$ cat config.mk
export PLATFORM = sky130hd
export DESIGN_NAME = debounce_pair
export DESIGN_NICKNAME = d
export VERILOG_FILES = /design/src/rtl/debounce_pkg.sv /design/src/rtl/debounce_chan.sv /design/src/rtl/debounce_pair.sv
export SDC_FILE = /design/constraint.sdc
export NUM_CORES = 1
export LEC_CHECK = 0
export CAP_MARGIN = 30
export CORE_MARGIN = 1
export CORE_UTILIZATION = 45
export DETAILED_ROUTE_END_ITERATION = 10
export GPL_TIMING_DRIVEN = 0
export PLACE_DENSITY_LB_ADDON = 0.12
export SYNTH_ARGS = -nofsm -noshare
export SYNTH_HDL_FRONTEND = slang
export SYNTH_SLANG_ARGS = --single-unit
$ cat constraint.sdc
create_clock -name clk -period 2 [get_ports clk]
set_clock_uncertainty 0.05 [all_clocks]
set_input_delay 0.4 -clock clk [delete_from_list [all_inputs] [get_ports clk]]
set_output_delay 0.4 -clock clk [all_outputs]
set_load 0.02 [all_outputs]
$ cat src/rtl/debounce_pkg.sv
// debounce_pkg: channel states and default parameters shared by the switch debouncer
package debounce_pkg;
    typedef enum logic [1:0] {STABLE_LO, WAIT_HI, STABLE_HI, WAIT_LO} deb_state_t;
    localparam int DEB_SYNC_STAGES = 2;
    localparam int DEB_CNT_MAX = 1000;
endpackage

$ cat src/rtl/debounce_chan.sv
// debounce_chan: synchroniser plus qualify-by-count FSM for one raw switch input
module debounce_chan
    import debounce_pkg::*;
#(
    parameter int SYNC_STAGES = DEB_SYNC_STAGES,
    parameter int CNT_MAX = DEB_CNT_MAX
) (
    input  logic clk,
    input  logic rst_n,
    input  logic raw,
    output logic level,
    output logic rise,
    output logic fall,
    output logic busy,
    output logic glitch
);
    localparam int CW = $clog2(CNT_MAX + 1);
    localparam logic [CW-1:0] CMAX = CW'(CNT_MAX);
    logic [SYNC_STAGES-1:0] sync;
    logic s;
    deb_state_t state, state_nxt;
    logic [CW-1:0] cnt, cnt_nxt;
    assign s = sync[SYNC_STAGES-1];
    // a bounce is checked before the count so it wins even at CNT_MAX
    always_comb begin
        state_nxt = state;
        cnt_nxt = '0;
        glitch = 1'b0;
        case (state)
            STABLE_LO: begin
                state_nxt = s ? WAIT_HI : STABLE_LO;
                cnt_nxt = s ? CW'(1) : '0;
            end
            WAIT_HI: begin
                if (!s) begin
                    state_nxt = STABLE_LO;
                    glitch = 1'b1;
                end else if (cnt == CMAX) state_nxt = STABLE_HI;
                else cnt_nxt = cnt + CW'(1);
            end
            STABLE_HI: begin
                state_nxt = s ? STABLE_HI : WAIT_LO;
                cnt_nxt = s ? '0 : CW'(1);
            end
            WAIT_LO: begin
                if (s) begin
                    state_nxt = STABLE_HI;
                    glitch = 1'b1;
                end else if (cnt == CMAX) state_nxt = STABLE_LO;
                else cnt_nxt = cnt + CW'(1);
            end
            default: state_nxt = STABLE_LO;
        endcase
    end
    always_ff @(posedge clk or negedge rst_n) begin
        if (!rst_n) begin
            sync <= '0;
            state <= STABLE_LO;
            cnt <= '0;
            level <= 1'b0;
            rise <= 1'b0;
            fall <= 1'b0;
            busy <= 1'b0;
        end else begin
            sync <= {sync[SYNC_STAGES-2:0], raw};
            state <= state_nxt;
            cnt <= cnt_nxt;
            level <= state_nxt inside {STABLE_HI, WAIT_LO};
            rise <= state == WAIT_HI && state_nxt == STABLE_HI;
            fall <= state == WAIT_LO && state_nxt == STABLE_LO;
            busy <= state_nxt inside {WAIT_HI, WAIT_LO};
        end
    end
endmodule

$ cat src/rtl/debounce_pair.sv
// debounce_pair: two debounced switch levels with edge pulses and settled flag; DEBOUNCE_GLITCH_CNT_EN adds glitch_cnt
module debounce_pair
    import debounce_pkg::*;
#(
    parameter int SYNC_STAGES = DEB_SYNC_STAGES,
    parameter int CNT_MAX = DEB_CNT_MAX
) (
    input  logic clk,
    input  logic rst_n,
    input  logic sw_a_raw,
    input  logic sw_b_raw,
    output logic a,
    output logic b,
    output logic a_rise,
    output logic a_fall,
    output logic b_rise,
    output logic b_fall,
    output logic settled
`ifdef DEBOUNCE_GLITCH_CNT_EN
    ,
    output logic [7:0] glitch_cnt
`endif
);
    logic busy_a, busy_b, glitch_a, glitch_b;
    debounce_chan #(.SYNC_STAGES(SYNC_STAGES), .CNT_MAX(CNT_MAX)) u_chan_a (
        .clk(clk), .rst_n(rst_n), .raw(sw_a_raw), .level(a), .rise(a_rise),
        .fall(a_fall), .busy(busy_a), .glitch(glitch_a)
    );
    debounce_chan #(.SYNC_STAGES(SYNC_STAGES), .CNT_MAX(CNT_MAX)) u_chan_b (
        .clk(clk), .rst_n(rst_n), .raw(sw_b_raw), .level(b), .rise(b_rise),
        .fall(b_fall), .busy(busy_b), .glitch(glitch_b)
    );
    assign settled = !(busy_a || busy_b);
`ifdef DEBOUNCE_GLITCH_CNT_EN
    logic [8:0] glitch_sum;
    assign glitch_sum = {1'b0, glitch_cnt} + {8'd0, glitch_a} + {8'd0, glitch_b};
    always_ff @(posedge clk or negedge rst_n) begin
        if (!rst_n) glitch_cnt <= '0;
        else glitch_cnt <= glitch_sum[8] ? 8'hff : glitch_sum[7:0];
    end
`else
    logic unused_glitch;
    assign unused_glitch = glitch_a ^ glitch_b;
`endif
endmodule

## After elaboration in Yosys (flattened, before gate mapping)

Cells that the tools add are included.

- Add/sub/neg operators: 2
- Equality and inequality tests: 14
- Mux-type cells: 26
- Reductions and logical operators: 14

Operator list:

| kind | count |
|---|---|
| 10-bit one-hot mux with 4 select lines | 2 |
| 10-bit two-way mux | 6 |
| 10-bit by 1-bit adder with 10-bit output (second input constant) | 2 |
| 10-bit equality test (second input constant) | 2 |
| 2-bit equality test (second input constant) | 8 |
| 2-bit two-way mux | 8 |
| 2-bit one-hot mux with 4 select lines | 2 |
| 2-bit by 1-bit equality test with 1-bit output (second input constant) | 4 |
| 2-bit zero test | 4 |
| 1-bit two-way mux | 8 |
| 2-bit nonzero test | 4 |
| 1-bit logical AND | 4 |
| 1-bit zero test | 1 |
| 1-bit logical OR | 1 |

- Flip-flop bits (word level): 36
- Bits of input ports: 4
- Output and inout bits: 7
- Logic and storage cells: 70

## Depth between registers and ports, before layout

- Word-level depth: 6
- Depth in mapped cells: 6
- Gate-level depth less buffers: 6

## Hierarchy

A second synthesis with hierarchy kept.

- Cells, all modules: 141
- Area, all modules: 1542.7 um^2

By module, submodules not included:

| module | instances | cells an instance | area an instance (um^2) | sequential area each (um^2) |
|---|---|---|---|---|
| debounce_chan | 2 | 70 | 769.5 | 425.4 |
| debounce_pair | 1 | 1 | 3.8 | 0.0 |

## Worst setup path after synthesis

Ideal clock, no wire load.

- Path type: register to register
- Start: reg u_chan_b.cnt[0]
- End: reg u_chan_b.level
- Setup time: 125 ps
- Arrival: 1400 ps
- Data required time: 1825 ps
- Slack: 426 ps
- Stages on the path, launching flop included: 7
- Path buffers: 0
- Period minus slack after synthesis: 1574 ps
- Path through: dfrtp_1 inv_1 ha_1 and4bb_1 and3_4 nand2_2 mux2_2

- Word-level cells in the longest chain between the ends: 6
- Elaborated cells between the ends (all ways): 9
- Classes of those cells: eq/ne (3); mux (5); reduce/logical (1)

RTL lines:

| item | line | RTL |
|---|---|---|
| from (decl) | debounce_chan.sv:22 | `logic [CW-1:0] cnt, cnt_nxt;` |
| from (signal assigned) | debounce_chan.sv:67 | `cnt <= cnt_nxt;` |
| 10-bit equality test * | debounce_chan.sv:38, debounce_chan.sv:49 |  |
| 2-bit two-way mux, on equally long branches | debounce_chan.sv:49, debounce_chan.sv:38 |  |
| 2-bit two-way mux, on equally long branches | debounce_chan.sv:46, debounce_chan.sv:35 |  |
| 2-bit one-hot mux with 4 select lines * | debounce_chan.sv:29 | `case (state)` |
| 2-bit equality test | debounce_chan.sv:68 | `level <= state_nxt inside {STABLE_HI, WAIT_LO};` |
| 2-bit nonzero test * | debounce_chan.sv:68 |  |
| to (signal assigned) | debounce_chan.sv:68 |  |
| to (decl) | debounce_chan.sv:11 | `output logic level,` |

Every way passes the cells marked *; elsewhere a longest branch is shown, timed or not.

## Worst setup path after layout

- Start: reg u_chan_a.fall
- End: out a_fall

RTL lines:

| item | line | RTL |
|---|---|---|
| from (decl) | debounce_chan.sv:13 | `output logic fall,` |
| from (signal assigned) | debounce_chan.sv:62 | `fall <= 1'b0;` |
| from (signal assigned) | debounce_chan.sv:70 | `fall <= state == WAIT_LO && state_nxt == STABLE_LO;` |
| to (decl) | debounce_pair.sv:15 | `output logic a_fall,` |

No word-level cell between the ends.

==> impl_results.md <==
* Outcome: finished clean
* Die height at 60.74 µm
* Number of remaining DRC errors at 0
* Synth cell types at 35
* Number of global-route vias before repair at 1052
* Final Max Slew Viols at 0
* Req. time, crit path at 1.55 ns
* Crit path capture type: output pin
* Ys flop type: dfrtp_1
* Core Util, Final at 55.60%
* Yosys reg bits at 34
* Async set or reset register ratio after synthesis at 100.0%
* Critical setup path kind: register to output pin
* Cell-internal power at 0.8759 mW
* Rel. slew slack at 50.59%
* RR Endpoint: u_chan_b.level$_DFF_PN0_
* Mapped Area at 1553 µm²
* CTS Buf Count at 5
* Post-DRT Antenna Nets at 0
* Net Count, Synth at 145
* Ports at 11
* Initial antenna violation count at 0
* Fraction of layout cells with a size suffix above 1 at 13.07%
* Met1 GRT Util at 19.64%
* Reg2Reg Depth at 6
* Max Cap Viol at 0
* Power Density at 647.1 nW/µm²
* Crit path launch: u_chan_a.fall$_DFF_PN0_
* Fmax at 0.5799 GHz
* Lkg Pwr at 0.7644 nW
* GRT Total Usage at 17.41%
* Num rows at 20
* Global route hottest layer: met2
* CTS HTree Levels at 2
* Core Area at 3153 µm²
* Part of the power in registers at 62.7%
* R2R Path Start: u_chan_b.cnt[0]$_DFF_PN0_
* Largest family of logic cells by synthesized area: simple AND/OR/NAND/NOR gates
* XOR/XNOR Fraction of Synth Area at 6.769%
* # clock sinks at 34
* GRT overflow at 0
* WP buf/inv at 1
* DR iter-0 viols at 47
* Clock latency on the worst-skew pair at 0.33 ns
* Comb power frac at 4.6%
* GR met2 Demand/Resource at 29.67%
* CTS tree: built
* Placer congestion estimate at 0.7617
* Sw Share at 22.78%
* First-pass GRT wire length at 4.512 mm
* Synth Area in Simple Gates at 21.60%
* Die Wd at 60.74 µm
* Final WS setup at 0.2756 ns
* Yosys warnings at 0
* Vias/cell at 5.365
* RSZ-0062 raised after global routing: no
* Syn Area/Cell at 11.33 µm²
* Crit path max fanout at 1
* Pwr Total at 1.134 mW
* Final Critical Period at 1.724 ns
* Placed inst area at 1703 µm²
* Nets at 162
* Post-synth EDFFs at 0
* Worst Setup Start Kind: register
* Largest net degree at the start of global routing at 35
* Grt met3 use at 4.691%
* DP HPWL at 1.822 mm
* Adder-cell share of the synthesized area at 3.223%
* CP max stage cell: clkdlybuf4s50_1
* Syn Inst Count at 137
* Placed Instances at 191
* CP top delay family: buffers and inverters
* Mux cell area share after synthesis at 3.384%
* Final hold slack at 0.07446 ns
* Finished Layout Cells at 197
* Compound-Gate Fraction of Synth Area at 7.494%
* CTS clk-pin slew, worst paths at 0.10 ns
* Total number of vias at 1057
* Clock group share of total power at 32.7%
* Hold Fails Final Rpt at 0
* Area Growth Syn to Fin at 12.89%
* Seq/Total Area, Yosys at 54.79%
* Hold Crit Class: input port to asynchronous set/reset pin
* Postcts setup bufs at 0
* Design Area, Final at 1753 µm²
* CP Cell Sequence: clkdlybuf4s50_1
* Tightest Pin Transition at 0.7411 ns
* Input/output buffers at 10
* NetSw at 0.2584 mW
* Setup violations, final at 0
* Clk buf depth at 2
* CTS root buffer: clkbuf_4
* Final WL at 2.613 mm
* Slowest stage delay, CP at 0.60 ns
* Setup tns final at 0 ns
* DIE AREA at 3689 µm²
* Pre-CTS WS at 0.3251 ns
* Final period utilization at 86.22%
* Initial cell density of the core at 49.25%
* Antenna Diode Count at 0
* VDD IR max at 0.3804 mV
* First-pass DRT Iterations at 4
* Wire length per cell at 13.26 µm
* CP arrival at 1.27 ns
* Worst reg-to-reg setup slack at 0.32 ns
==> worst max path at each step <==
stage / to / slack (ns) / cells after the start
after floorplan: u_chan_b.level$_DFF_PN0_ / 0.43 / 6
after global placement: u_chan_a.rise$_DFF_PN0_ / -0.24 / 1
after detailed placement: u_chan_b.level$_DFF_PN0_ / 0.33 / 6
after CTS: a_fall / 0.25 / 1
after global routing: settled / 0.21 / 2
final: a_fall / 0.28 / 1
==> state kept, by name (all words and copies together) (netlist names) <==
signal          cells
u_chan_b.cnt       10
u_chan_b.fall       1
u_chan_a.sync       2
u_chan_b.rise       1
u_chan_a.state      2
u_chan_a.cnt       10
u_chan_a.fall       1
u_chan_b.level      1
u_chan_a.rise       1
u_chan_b.sync       2
u_chan_b.state      2
u_chan_a.level      1
==> power by group through the flow <==
stage,logic (mW),registers [mW],clock network (mW)
after floorplan,0.0283,0.722,0
after global placement,0.0547,0.724,0
after detailed placement,0.0549,0.725,0
after CTS,0.0543,0.712,0.389
after global routing,0.0619,0.714,0.413
final,0.0524,0.711,0.371
==> routing by layer <==
| metal | vias up | part of all wire, % |
|---|---|---|
| met2 | 32 | 50 |
| met3 | 8 | 4.0 |
| met4 | 0 | 2.3 |
| li1 | 508 | - |
| met1 | 509 | 44 |
| met5 | - | 0 |
==> cells by family (layout without fill, tap and decap cells) <==
family          after synthesis  after routing
compound gates               16             16
xor+xnor                     12             12
fa+ha+maj                     4              4
buf+inv                      10             26
flops                        34             34
mux                           4              4
simple gates                 57             57
==> area by class of cell <==
type	instances	area [µm²]
Buffer	2	12.51
Clock buffer	6	51.30
Fill cell	297	1400
Inverter	8	30.03
Multi-Input combinational cell	93	659.4
Sequential cell	34	850.8
Tap cell	44	55.05
Timing Repair Buffer	10	93.84
==> repair_timing <==
action	in CTS	in global routing
endpoints found under the setup margin	1	0
hold buffers	0	0
resized for setup	1	0
==> synthesized netlist by cell type (3+ instances only) <==
library cell  number  area [µm²]
ha_1               4       50.05
dfrtp_1           34       850.8
nand3_1           10       50.05
inv_1              8       30.03
and4_1             3       26.28
nand4_1            3       18.77
a21oi_1            6       30.03
nor3b_1            5       37.54
xor2_1             5       43.79
xnor2_1            7       61.31
nor2_1            18       67.56
nand2_1            4       15.01
==> placed cells by master (no fill, tap or decap), types with 2 or more instances in the layout <==
master	instances
o21a_1	2
a21oi_1	6
clkdlybuf4s50_1	8
nor2_1	18
o221a_2	2
ha_1	4
nand2b_1	2
dfrtp_1	34
nor3b_1	5
and3_1	2
inv_1	8
xnor2_1	7
mux2_4	2
buf_2	2
nand4_1	3
clkbuf_4	5
xor2_1	5
nor2b_1	2
mux2_2	2
nand3_1	10
and4_1	3
nand2_1	4
(Power assumes the default switching activity.)
